`config.mk`:
```
export PLATFORM = sky130hd
export DESIGN_NAME = unrotate_xor_pipe
export DESIGN_NICKNAME = d
export VERILOG_FILES = /design/src/rtl/rotate_pkg.sv /design/src/rtl/rot_stage.sv /design/src/rtl/unrotate_xor_pipe.sv
export SDC_FILE = /design/constraint.sdc
export NUM_CORES = 1
export LEC_CHECK = 0
export CAP_MARGIN = 20
export CORE_UTILIZATION = 57
export CTS_BUF_LIST = sky130_fd_sc_hd__clkbuf_8 sky130_fd_sc_hd__clkbuf_16
export DETAILED_ROUTE_END_ITERATION = 10
export GPL_TIMING_DRIVEN = 1
export HOLD_SLACK_MARGIN = 0.1
export PLACE_DENSITY = 0.79
export SLEW_MARGIN = 20
export SYNTH_ARGS = -nofsm -noshare
export SYNTH_HDL_FRONTEND = slang
export SYNTH_HIERARCHICAL = 1
export SYNTH_SLANG_ARGS = --single-unit
```
`constraint.sdc`:
```
create_clock -name clk -period 4.51 [get_ports clk]
set_input_delay 0.6765 -clock clk [delete_from_list [all_inputs] [get_ports clk]]
set_output_delay 0.6765 -clock clk [all_outputs]
set_load 0.1 [all_outputs]
```
`src/rtl/rotate_pkg.sv`:
```
// Shared rotate helpers, constants and the stage payload used by the XOR/rotate
// encoder and by the unrotate decode pipeline.
package rotate_pkg;

  localparam int WIDTH   = 32;
  localparam int SHAMT_W = 5;

  typedef struct packed {
    logic [WIDTH-1:0]   data;
    logic [WIDTH-1:0]   key;
    logic [SHAMT_W-1:0] shamt;
    logic               dir;
  } stage_t;

  // Rotates via a doubled word so the bits shifted out re-enter at the other end.
  function automatic logic [WIDTH-1:0] rotl(input logic [WIDTH-1:0] word,
                                            input logic [SHAMT_W-1:0] amt);
    logic [2*WIDTH-1:0] dbl;
    dbl = {word, word} << amt;
    return dbl[2*WIDTH-1:WIDTH];
  endfunction

  function automatic logic [WIDTH-1:0] rotr(input logic [WIDTH-1:0] word,
                                            input logic [SHAMT_W-1:0] amt);
    logic [2*WIDTH-1:0] dbl;
    dbl = {word, word} >> amt;
    return dbl[WIDTH-1:0];
  endfunction

endpackage

```
`src/rtl/rot_stage.sv`:
```
// One pipeline register preceded by the power-of-two rotate steps enabled in STEPS_MASK.
// dir = 1 means the encoder rotated right, so this stage rotates left (and vice versa).
module rot_stage
  import rotate_pkg::*;
#(
  parameter logic [SHAMT_W-1:0] STEPS_MASK = '1
) (
  input  logic   clk,
  input  logic   rst,
  input  logic   i_load,
  input  logic   i_valid,
  input  stage_t i_stage,
  output logic   o_valid,
  output stage_t o_stage
);

  stage_t w_stage;
  stage_t r_stage;
  logic   r_valid;

  always_comb begin
    w_stage = i_stage;
    for (int s = 0; s < SHAMT_W; s++) begin
      if (STEPS_MASK[s] && i_stage.shamt[s]) begin
        w_stage.data = i_stage.dir ? rotl(w_stage.data, SHAMT_W'(1 << s))
                                   : rotr(w_stage.data, SHAMT_W'(1 << s));
      end
    end
  end

  always_ff @(posedge clk or posedge rst) begin
    if (rst) begin
      r_valid <= 1'b0;
      r_stage <= '0;
    end else if (i_load) begin
      r_valid <= i_valid;
      r_stage <= w_stage;
    end
  end

  assign o_valid = r_valid;
  assign o_stage = r_stage;

endmodule

```
`src/rtl/unrotate_xor_pipe.sv`:
```
// Decode side of the XOR-then-rotate link: A = rot(F, K, opposite dir) ^ B over a
// 3-stage pipeline (S1: 16/8-bit steps, S2: 4/2/1-bit steps, S3: XOR + output register).
//
// Handshake: a beat moves on in_valid & in_ready at the input and on out_valid & out_ready
// at the output. Stage i loads when it is empty or stage i+1 loads; the output stage
// loads when empty or out_ready. in_ready is the S1 load term, so it depends on out_ready
// and the stage valids but never on in_valid.
module unrotate_xor_pipe
  import rotate_pkg::*;
(
  input  logic               clk,
  input  logic               rst,
  input  logic               in_valid,
  output logic               in_ready,
  input  logic [WIDTH-1:0]   F,
  input  logic [WIDTH-1:0]   B,
  input  logic [SHAMT_W-1:0] K,
  input  logic               right,
  output logic               out_valid,
  input  logic               out_ready,
  output logic [WIDTH-1:0]   A
);

  stage_t           w_s0;
  stage_t           w_s1;
  stage_t           w_s2;
  logic             w_v1;
  logic             w_v2;
  logic             w_load1;
  logic             w_load2;
  logic             w_load3;
  logic             w_unused_s2;
  logic             r_out_valid;
  logic [WIDTH-1:0] r_a;

  assign w_load3  = !r_out_valid || out_ready;
  assign w_load2  = !w_v2 || w_load3;
  assign w_load1  = !w_v1 || w_load2;
  assign in_ready = w_load1;

  assign w_s0 = '{data: F, key: B, shamt: K, dir: right};

  rot_stage #(.STEPS_MASK(5'b11000)) u_s1 (
    .clk     (clk),
    .rst     (rst),
    .i_load  (w_load1),
    .i_valid (in_valid),
    .i_stage (w_s0),
    .o_valid (w_v1),
    .o_stage (w_s1)
  );

  rot_stage #(.STEPS_MASK(5'b00111)) u_s2 (
    .clk     (clk),
    .rst     (rst),
    .i_load  (w_load2),
    .i_valid (w_v1),
    .i_stage (w_s1),
    .o_valid (w_v2),
    .o_stage (w_s2)
  );

  // Rotation is complete after S2, so its shift amount and direction go no further.
  assign w_unused_s2 = ^{w_s2.shamt, w_s2.dir};

  always_ff @(posedge clk or posedge rst) begin
    if (rst) begin
      r_out_valid <= 1'b0;
      r_a         <= '0;
    end else if (w_load3) begin
      r_out_valid <= w_v2;
      if (w_v2) r_a <= w_s2.data ^ w_s2.key;
    end
  end

  assign out_valid = r_out_valid;
  assign A         = r_a;

endmodule

```
==> summary.md <==
| Metric | Value |
|---|---|
| Max VDD drop | `238 µV` |
| Syn Inst Count | `1086` |
| Tightest Pin Transition | `between 1000 and 1500 ps` |
| Unrepaired setup endpoints after global routing | `no` |
| IO Pins | `roughly 110` |
| Final Cycle Share | `0.593` |
| Final setup violation count | `0` |
| CTS Buffer Depth | `2` |
| Crit Path Max Fanout | `72` |
| Syn avg cell area | `about 10 µm²` |
| Initial antenna violation count | `0` |
| Core ar. | `about 19000 µm²` |
| Post-CTS Hold Buffers | `0` |
| Static Leakage | `approximately 0.0053 µW` |
| I/O Buffers | `approximately 110` |
| Crit path required time | `~5000 ps` |
| Die ar. | `20100 µm²` |
| Post-CTS Setup Bufs | `0` |
| Buffer and inverter count on the worst path | `1` |
| Final clock skew | `roughly 11 ps` |
| Layout cells sized above 1 | `0.187` |
| Clock sink count | `between 150 and 200` |
| HP Class | `reg2reg` |
| Design area | `around 13000 µm²` |
| Power Density | `~530 nW/µm²` |
| Crit path largest cell delay | `930 ps` |
| Number of global-route vias before repair | `just under 9000` |
| Synth Warn # | `6` |
| Post-route DRC | `0` |
| Area of the multi-input gates | `6270 µm²` |
| Routed len/inst | `around 21 µm` |
| Slew margin rel. | `0.313` |
| Worst setup EP type | `register` |
| Startpoint Class | `register` |
| Max layer used | `met4` |
| Final hold violation count | `0` |
| Critical path data arrival time | `3030 ps` |
| Total CTS buffers | `17` |
| Number of diodes | `0` |
| Largest net degree at the start of global routing | `around 130` |
| Gr ovfl total | `0` |
| CTS Root Cell | `clkbuf_16` |
| H-Tree Depth | `4` |
| Placer congestion estimate | `around 1` |
| Sequential Area | `about 4200 µm²` |
| Period minus WS final | `around 2700 ps` |
| Nets@finish | `approximately 1200` |
| Final slew viol count | `0` |
| First-pass GRT wire length | `about 48000 µm` |
| Vias | `~9200` |
| Detailed Routing Iterations Pass 1 | `6` |
| Crit path cell chain | `buf_4 -> nand2_1 -> a311oi_1 -> nor3_1 -> a21oi_1` |
| Maximum clock rate | `around 370 MHz` |
| Clk Latency, worst-skew pair | `roughly 430 ps` |
| Total Wirelength | `around 30000 µm` |
| # rows | `50` |
| Status | `finished, final reports clean` |
| Fill cells | `1500` |
| Syn nets | `~1200` |
| Met2 wire len | `between 10000 and 15000 µm` |
| Met3 routed WL | `approximately 3000 µm` |
| Clock transition at path regs | `around 70 ps` |
| M1 WL | `between 10000 and 15000 µm` |
| Die W | `~140 µm` |
| Routed vias/inst | `between 6 and 7` |
| Post-CTS resize count | `0` |
| 1st-iter DRT viols | `roughly 930` |
| Synthesized area | `around 11000 µm²` |
| Detail Route Antenna Nets | `0` |
| Setup CP Type | `reg2reg` |
| Total of max-cap violations | `0` |
| DP Wirelength | `about 20000 µm` |
| Crit path max-delay family | `flip-flops` |
| Die height | `between 100 and 150 µm` |
| GRT Util Overall | `0.307` |
| Placed inst area | `between 10000 and 15000 µm²` |
| CTS tree | `built` |
| Initial Util | `0.588` |
| Slowest CP cell | `dfrtp_4` |
| Layout area overhead | `13.9%` |
| Setup TNS | `0 ps` |
## cells in the final DEF, fill, tap and decap left out, types with 37 or more instances in the layout
cell             count
mux2i_1             44
nand2_1             57
nor2_1             136
o21ai_0             37
a31oi_1             40
mux2_2              70
dfrtp_1            164
mux4_2              40
clkdlybuf4s50_1    104
a21oi_1             58
## sequential cells by signal, summed over array words and instances, names as in the netlist
register / cells
out_valid: 1
u_s1/o_stage: 68
A: 32
u_s2/o_valid: 1
u_s2/o_stage: 64
u_s1/o_valid: 1
## cell type report
cell class,count,share of cell area
Multi-Input combinational cell,805,0.495
Sequential cell,167,0.331
Timing Repair Buffer,126,0.0961
Clock buffer,18,0.0347
Tap cell,260,0.0257
Clock inverter,14,0.0145
Inverter,10,0.00306
## worst paths after layout
check                                       from                to  slack, ps  cells after the start
worst max-delay path             u_s1/o_stage[0]  u_s2/o_stage[55]       1840                      5
worst min-delay path            u_s1/o_stage[19]  u_s1/o_stage[19]        510                      1
min in group asynchronous                    rst             A[17]        770                      3
worst min register to register  u_s1/o_stage[19]  u_s1/o_stage[19]        510                      1
worst max register to register   u_s1/o_stage[0]  u_s2/o_stage[55]       1840                      5
max in group asynchronous                    rst  u_s2/o_stage[44]       2940                      3
## layer usage
layer	vias up	GRT usage
li1	4126	-
met1	4417	0.423
met2	574	0.471
met3	108	0.0688
met4	0	0.123
met5	-	0
## worst register-to-register path, delay by kind of cell, from the launching register on
kind,cells,cell delay [ps]
flops,1,930
compound gates,2,870
buf+inv,1,430
simple gates,2,360
## metrics by stage
step	utilization	instances	hold WS [ps]	setup WS [ps]	power (µW)
2_1_floorplan	-	1086	452	1400	4420
5_1_grt	0.670	1400	522	1620	6950
3_3_place_gp	0.637	1368	479	1790	5090
4_1_cts	0.670	1400	510	1830	6690
6_report	0.670	1400	506	1840	6690
3_5_place_dp	0.637	1368	490	1730	5140
## power by group
group	leakage (µW)	internal (µW)	total, µW	switching [µW]
sequential	0.00195	1840	2260	421
clock	0.000303	901	1540	640
combinational	0.00307	1030	2890	1850
(Power assumes the default switching activity.)
